===== config.mk =====
export PLATFORM = sky130hd
export DESIGN_NAME = slot_game_ctrl
export DESIGN_NICKNAME = d
export VERILOG_FILES = /design/src/rtl/slot_game_ctrl.sv
export SDC_FILE = /design/constraint.sdc
export NUM_CORES = 1
export LEC_CHECK = 0
export CORE_MARGIN = 5
export CORE_UTILIZATION = 48
export DETAILED_ROUTE_END_ITERATION = 7
export HOLD_SLACK_MARGIN = 0.05
export PLACE_DENSITY = 0.64
export SYNTH_ARGS = -nofsm -noshare
export SYNTH_HDL_FRONTEND = slang
export SYNTH_SLANG_ARGS = --single-unit

===== constraint.sdc =====
create_clock -name CLK -period 7.91 [get_ports CLK]
set_clock_uncertainty 0.15 [all_clocks]
set_input_delay 1.582 -clock CLK [delete_from_list [all_inputs] [get_ports CLK]]
set_output_delay 1.582 -clock CLK [all_outputs]
set_load 0.01 [all_outputs]

===== src/rtl/slot_game_ctrl.sv =====
// Slot-machine game controller: coin credit, N spinning BCD reels stopped one
// at a time, payout evaluation and a timed result display phase.
module slot_game_ctrl #(
    parameter int NUM_REELS    = 3,
    parameter int REEL_DIV     = 1000000,
    parameter int MAX_CREDIT   = 99,
    parameter int BET          = 1,
    parameter int PAIR_MULT    = 2,
    parameter int JACKPOT_MULT = 10,
    parameter int SHOW_CYCLES  = 50000000,
    localparam int CW          = $clog2(MAX_CREDIT + 1)
) (
    input  logic                   CLK,
    input  logic                   RST,
    input  logic                   C_IN,
    input  logic                   GAME_START,
    input  logic                   STOP,
    output logic [4*NUM_REELS-1:0] REEL_DIGITS,
    output logic [CW-1:0]          CREDIT,
    output logic [1:0]             STATE,
    output logic                   WIN,
    output logic [CW-1:0]          WIN_AMOUNT
);

    // Credit arithmetic is carried 8 bits wider than the credit register so
    // that coin + payout can never wrap before saturation.
    localparam int AW = CW + 8;
    localparam int PW = (REEL_DIV * NUM_REELS > 1) ? $clog2(REEL_DIV * NUM_REELS) : 1;
    localparam int SW = (SHOW_CYCLES > 1) ? $clog2(SHOW_CYCLES + 1) : 1;

    localparam logic [1:0] S_IDLE = 2'd0;
    localparam logic [1:0] S_SPIN = 2'd1;
    localparam logic [1:0] S_EVAL = 2'd2;
    localparam logic [1:0] S_SHOW = 2'd3;

    logic [1:0]                   state_q;
    logic [CW-1:0]                credit_q;
    logic [CW-1:0]                win_amount_q;
    logic                         win_q;
    logic [SW-1:0]                show_cnt;
    logic [4*NUM_REELS-1:0]       digits_q;
    logic [NUM_REELS-1:0]         spinning;
    logic [NUM_REELS-1:0][PW-1:0] presc;
    logic                         c_in_q;
    logic                         start_q;
    logic                         stop_q;

    logic                         coin_edge;
    logic                         start_edge;
    logic                         stop_edge;
    logic                         start_ok;
    logic                         eval_now;
    logic [AW-1:0]                pay;
    logic [AW-1:0]                credit_sum;
    logic [NUM_REELS-1:0]         stop_sel;

    // Clamp a wide credit value to the credit ceiling.
    function automatic logic [CW-1:0] sat_credit(input logic [AW-1:0] v);
        if (v > AW'(MAX_CREDIT)) return CW'(MAX_CREDIT);
        return v[CW-1:0];
    endfunction

    // Payout for a frozen reel pattern: jackpot beats the reel0/reel1 pair.
    function automatic logic [AW-1:0] payout(input logic [4*NUM_REELS-1:0] d);
        logic all_eq;
        all_eq = 1'b1;
        for (int i = 1; i < NUM_REELS; i++) begin
            if (d[4*i +: 4] != d[3:0]) all_eq = 1'b0;
        end
        if (all_eq) return AW'(BET * JACKPOT_MULT);
        if (d[7:4] == d[3:0]) return AW'(BET * PAIR_MULT);
        return '0;
    endfunction

    // One BCD step; even reels count up, odd reels count down.
    function automatic logic [3:0] next_digit(input logic [3:0] d, input logic up);
        if (up) return (d == 4'd9) ? 4'd0 : d + 4'd1;
        return (d == 4'd0) ? 4'd9 : d - 4'd1;
    endfunction

    assign coin_edge  = C_IN & ~c_in_q;
    assign start_edge = GAME_START & ~start_q;
    assign stop_edge  = STOP & ~stop_q;
    // Start is judged against the credit before any coin arriving on the same edge.
    assign start_ok   = (state_q == S_IDLE) && start_edge && (credit_q >= CW'(BET));
    assign eval_now   = (state_q == S_SPIN) && (spinning == '0);
    assign pay        = payout(digits_q);

    // Net credit change for this edge, computed wide before saturation.
    always_comb begin
        credit_sum = AW'(credit_q) + AW'(coin_edge);
        if (eval_now) credit_sum = credit_sum + pay;
        if (start_ok) credit_sum = credit_sum - AW'(BET);
    end

    // A STOP edge picks the lowest-indexed reel that is still spinning.
    always_comb begin
        stop_sel = '0;
        if (state_q == S_SPIN && stop_edge) stop_sel = spinning & (~spinning + NUM_REELS'(1));
    end

    // Input history for edge detection; held high in reset so a level that is
    // already high at release is not mistaken for a new press.
    always_ff @(posedge CLK or negedge RST) begin
        if (!RST) begin
            c_in_q  <= 1'b1;
            start_q <= 1'b1;
            stop_q  <= 1'b1;
        end else begin
            c_in_q  <= C_IN;
            start_q <= GAME_START;
            stop_q  <= STOP;
        end
    end

    // Game sequencing, credit bookkeeping and win reporting.
    always_ff @(posedge CLK or negedge RST) begin
        if (!RST) begin
            state_q      <= S_IDLE;
            credit_q     <= '0;
            win_q        <= 1'b0;
            win_amount_q <= '0;
            show_cnt     <= '0;
        end else begin
            credit_q <= sat_credit(credit_sum);
            win_q    <= 1'b0;
            case (state_q)
                S_IDLE: begin
                    if (start_ok) begin
                        win_amount_q <= '0;
                        state_q      <= S_SPIN;
                    end
                end
                S_SPIN: begin
                    if (eval_now) begin
                        win_amount_q <= sat_credit(pay);
                        win_q        <= (pay != '0);
                        state_q      <= S_EVAL;
                    end
                end
                S_EVAL: begin
                    show_cnt <= '0;
                    state_q  <= S_SHOW;
                end
                S_SHOW: begin
                    if (show_cnt == SW'(SHOW_CYCLES - 1)) state_q <= S_IDLE;
                    else show_cnt <= show_cnt + SW'(1);
                end
                default: state_q <= S_IDLE;
            endcase
        end
    end

    // Reel prescalers and digits; a stop on a tick edge keeps the pre-tick digit.
    always_ff @(posedge CLK or negedge RST) begin
        if (!RST) begin
            digits_q <= '0;
            spinning <= '0;
            presc    <= '0;
        end else if (start_ok) begin
            spinning <= '1;
            presc    <= '0;
        end else if (state_q == S_SPIN) begin
            spinning <= spinning & ~stop_sel;
            for (int i = 0; i < NUM_REELS; i++) begin
                if (spinning[i]) begin
                    if (presc[i] == PW'(REEL_DIV * (i + 1) - 1)) begin
                        presc[i] <= '0;
                        if (!stop_sel[i])
                            digits_q[4*i +: 4] <= next_digit(digits_q[4*i +: 4], (i % 2) == 0);
                    end else begin
                        presc[i] <= presc[i] + PW'(1);
                    end
                end
            end
        end
    end

    assign REEL_DIGITS = digits_q;
    assign CREDIT      = credit_q;
    assign STATE       = state_q;
    assign WIN         = win_q;
    assign WIN_AMOUNT  = win_amount_q;

endmodule


==> impl_metrics.csv <==
group,metric,value,unit
run_status,outcome,"completed",
yosys,ys_ff_latch,122,
die,dieHeight,132,µm
route,route.detailed.drc,0,
clock_tree,cts_buffers,17,
grt,overflow,0,
yosys,synth_area,7180,µm²
clock_tree,clk_pin_slew,0.05,ns
clock_tree,clk_latency,0.42,ns
critical_path,crit_type,"primary input to flop",
min_path,hp-start,"show_cnt[15]$_DFFE_PN0P_",
yosys,synthFlopType,"dfrtp_1",
place,pre_cts_ws,2.99,ns
pwr,p_switching,0.440,mW
die,pin_count,34,
pwr,power.total,1.72,mW
critical_path,cp_max_fo,6,
yosys,ys_async_sr_fraction,100,%
yosys,yosys_warnings,0,
route,first_iter_violations,352,
grt,grt_first_pass_wirelength,27300,µm
die,dieArea,17500,µm²
cells_and_area,layout.nets,827,
timing,finalCritPeriodShare,57.5,%
yosys,synth-edff-count,0,
pwr,seqPwrFrac,39.1,%
pwr,swShare,25.6,%
clock_tree,tritoncts,"done",
die,start_util,49.2,%
yosys,ys_types,84,
timing,finalCriticalPeriod,4.55,ns
cells_and_area,final_cell_mix,"119 x dfrtp_1, 94 x nand2_1, 71 x nor2_1",
grt,grt_pass1_vias,5797,
critical_path,cp.required,8.07,ns
route,dr.pass1.iters,7,
critical_path,regToRegStartpoint,"STATE[1]$_DFFE_PN0P_",
timing,drv_slew,0,
critical_path,end_kind,"flop",
die,core_area,14600,µm²
timing,hold_ws,0.322,ns
grt,antenna_found_initial,0,
yosys,seq_area_frac_synth,42.6,%
timing,fmax,0.220,GHz
cells_and_area,antenna_cells,0,
critical_path,slowest_stage,"clkdlybuf4s50_1",
clock_tree,cts_setup_buffers,0,
route,via_per_inst,5.85,
clock_tree,cts.path.max_buffers,2,
critical_path,path_delay_family,"adder cells",
place,dp_hpwl,11000,µm
critical_path,arrival,4.71,ns
critical_path,cp_num_buf_inv,2,
cells_and_area,mostFrequentLayoutCell,"dfrtp_1",
yosys,syn_inst,785,
critical_path,crit_path_max_incr_delay,0.47,ns
clock_tree,cts.htree.levels,4,
clock_tree,cts-root-buf,"clkbuf_16",
min_path,min_path_type,"flop to flop",
cells_and_area,drive_gt1_share,9.14,%
clock_tree,postCtsHoldBufs,0,
clock_tree,clock_sinks,122,
die,die_width,132,µm
pwr,pwr-share-clk,47.7,%
die,rows,44,
grt,grtUsageTotal,18.6,%
route,ant_nets,0,
pwr,pwr-share-comb,13.3,%
grt,grt_max_degree,70,
place,port_buffers,28,
yosys,syn_avg_cell_area,9.14,µm²
pwr,p_leak,3.45,nW
critical_path,path_cells,"clkdlybuf4s50_1, nor2b_1, ha_1, ha_1, ha_1, ha_1, inv_1, a21oi_1, o211ai_1, nand4b_1, a31oi_1, a221oi_4, nor4bb_1",
timing,tightest_slew,1.00,ns
clock_tree,cts.repair.resized,0,
pwr,ir_drop,0.000141,V
timing,relSlewSlack,32.9,%
place,gp_congestion,0.837,
run,cap_violations,0,
timing,finalHoldViolCount,0,
timing,fin_setup_tns,0,ns
critical_path,startpoint_type,"primary input",
timing,setup_viol,0,
timing,rsz0062_at_grt,"false",
timing,fin_ws,3.36,ns
route,routed_wl,16200,µm
critical_path,crit_start,"C_IN",
cells_and_area,area_growth,13.9,%
pwr,power.density,211,nW/µm²
pwr,p_int,1.28,mW
route,wire_per_inst,16.2,µm
route,vias,5883,
critical_path,cp_common_cell,"ha_1",
[state kept, by name, summed over array words and instances, names as in the netlist]
name	count
spinning	3
presc	66
WIN	1
CREDIT	7
REEL_DIGITS	12
stop_q	1
STATE	2
c_in_q	1
start_q	1
WIN_AMOUNT	2
show_cnt	26
[area by class of cell]
type                       count  area [µm²]
fill                        1261        6420
multi-input combinational    618        3900
sequential                   122        3060
clock buffer                  25         475
timing repair buffer          32         308
tap                          184         230
clock inverter                 7         139
inverter                      17        63.8
[metrics by stage]
| step | utilization (%) | std cells | instance area [µm²] |
|---|---|---|---|
| floorplan | - | 789 | 7190 |
| global placement | 51.8 | 973 | 7560 |
| finish | 56.0 | 1005 | 8170 |
| CTS | 56.0 | 1005 | 8170 |
| global route | 56.0 | 1005 | 8170 |
| detailed placement | 51.8 | 973 | 7560 |
[final timing paths]
kind / endpoint / slack, ns / cells past startpoint
min reg2reg: show_cnt[15]$_DFFE_PN0P_ / 0.32 / 1
max in group asynchronous: show_cnt[23]$_DFFE_PN0P_ / 5.22 / 2
max: CREDIT[3]$_DFF_PN0_ / 3.36 / 13
min in group asynchronous: WIN$_DFF_PN0_ / 1.06 / 1
max reg2reg: CREDIT[3]$_DFF_PN0_ / 4.47 / 10
min: show_cnt[15]$_DFFE_PN0P_ / 0.32 / 1
[cell families after synthesis]
logic type / share of synthesized area [%]
xor+xnor: 7.83
compound gates: 15.4
simple gates: 27.2
other cells: 0.0522
flops: 42.6
mux: 1.08
buf+inv: 3.40
fa+ha+maj: 2.44
[layer usage]
metal,up-vias,GRT usage (%),share of wire [%]
met1,2858,23.2,45
met5,-,0,0
met2,141,31.5,50
li1,2861,-,-
met3,23,4.47,4.0
met4,0,6.84,1.5
[cells in the mapped netlist (14+ instances only)]
cell / count / area [µm²]
nand4_1: 23 / 144
clkbuf_1: 16 / 60.1
inv_1: 16 / 60.1
nand2_1: 94 / 353
xnor2_1: 19 / 166
nand3_1: 47 / 235
nor2_1: 71 / 267
ha_1: 14 / 175
dfrtp_1: 119 / 2980
and3_1: 24 / 150
o21ai_0: 64 / 320
a21oi_1: 41 / 205
xor2_1: 29 / 254
nor3_1: 15 / 75.1
[power groups by stage]
stage	Clock (mW)	Combinational, mW	Sequential [mW]
floorplan	0	0.152	0.678
global placement	0	0.222	0.682
detailed placement	0	0.228	0.683
CTS	0.833	0.229	0.673
global route	0.861	0.250	0.676
finish	0.820	0.228	0.673
Note: power is estimated with default switching activity, not from simulation.
==> RTL edit: new RTL, same flow settings <==
Set the parameter `REEL_DIV` to 500000 (it was 1000000).
--- a/src/rtl/slot_game_ctrl.sv
+++ b/src/rtl/slot_game_ctrl.sv
@@ -2,7 +2,7 @@
 // at a time, payout evaluation and a timed result display phase.
 module slot_game_ctrl #(
     parameter int NUM_REELS    = 3,
-    parameter int REEL_DIV     = 1000000,
+    parameter int REEL_DIV     = 500000,
     parameter int MAX_CREDIT   = 99,
     parameter int BET          = 1,
     parameter int PAIR_MULT    = 2,
Function: same outputs for any inputs over 10 cycles, from zero or initial values and one cycle with RST low; that may be too few to reach the edited logic, so the function may still have changed.
==> RTL edit against the original RTL <==
Non-clock buffer count unchanged; sequential cell count is 3 lower; hold slack improved by 0.0094 ns; setup slack got worse by 0.29 ns; highest routed layer unchanged; cell count decreased by 4.2%; wire length is 8.1% lower; synthesized area shrank 4.4%; final area fell by 4.2%; fmax shrank 5.9%; via count decreased by 5.8%.
Power is not compared: it rests on default switching activity, and its combinational part moved more than twofold at a synthesized area within 25%.
==> RTL edit: results (changes against the original RTL) <==
.. list-table::
   :header-rows: 1

   * - Metric
     - Value
   * - Post-DR wirelength/cell
     - 15.5 um (-4.1%)
   * - Global-route wire length before repair
     - 26.0 mm (-4.6%)
   * - Remaining max-slew budget at the tightest pin
     - 36.4% (+3.5 points)
   * - End point of the critical path
     - CREDIT[0]
   * - Sum of routed wire segments on met1
     - 6.98 mm (-4.3%)
   * - Share of layout cells above drive strength 1
     - 9.20% (+0.060 points)
   * - Grt met2 use
     - 31.9% (+0.39 points)
   * - Post-DP HPWL
     - 10.3 mm (-6.0%)
   * - Pre-antenna DRT Iters
     - 5 (-2)
   * - Fraction of met3 tracks used by global routing
     - 4.66% (+0.19 points)
   * - Maximum number of pins on one net before global-route repair
     - 75 (+7.1%)
   * - Crit Reg-Reg Startpoint
     - c_in_q
   * - Commonest cells in the synthesized netlist
     - 116 x sky130_fd_sc_hd__dfrtp_1, 82 x sky130_fd_sc_hd__nor2_1, 80 x sky130_fd_sc_hd__nand2_1, 59 x sky130_fd_sc_hd__o21ai_0, 48 x sky130_fd_sc_hd__nand3_1
   * - Worst R2R Path Depth
     - 12 (+2)
   * - Multiplexer share of the synthesized area
     - 2.01% (+0.93 points)
   * - Number of flip-flops under the largest register name
     - 63 (-4.5%)
   * - Family with the most delay on the worst path
     - simple AND/OR/NAND/NOR gates
   * - Synthesized-area fraction occupied by ao, oa, aoi and oai cells
     - 13.4% (-2.1 points)
   * - Met2 routed WL
     - 7.20 mm (-11%)
   * - Arrival time of the worst setup path
     - 4.97 ns (+0.26 ns)
   * - Routing usage on met1
     - 24.7% (+1.5 points)
   * - Distinct cell type count after synthesis
     - 76 (-9.5%)
   * - Vias
     - 5540 (-5.8%)
   * - Xor and xnor area share after synthesis
     - 8.48% (+0.66 points)
   * - Run status
     - complete, no violations
RTL edit: power by group:
group          switching [mW]  total [mW]  internal (mW)  leakage [nW]
sequential              0.135       0.842          0.707          1.59
combinational           0.363       0.602          0.239          1.41
clock                   0.268       0.732          0.464         0.277
RTL edit: layout make-up:
type                    instances  share of cell area, %
multi-input cells             586                   47.2
flip-flops and latches        119                   38.1
clock buffers                  25                   6.33
repair buffers                 32                   3.93
well taps                     180                   2.88
clock inverters                 7                  0.895
inverters                      14                  0.671
RTL edit: metrics by stage:
stage	setup slack, ns	util (%)	power [mW]	cells	hold WS [ns]
after floorplan	3.39	-	1.27	748	0.295
after global placement	2.77	52.1	1.43	931	0.310
after detailed placement	2.64	52.1	1.45	931	0.324
after CTS	3.08	56.2	2.20	963	0.331
after global routing	2.86	56.2	2.32	963	0.350
final	3.07	56.2	2.18	963	0.332
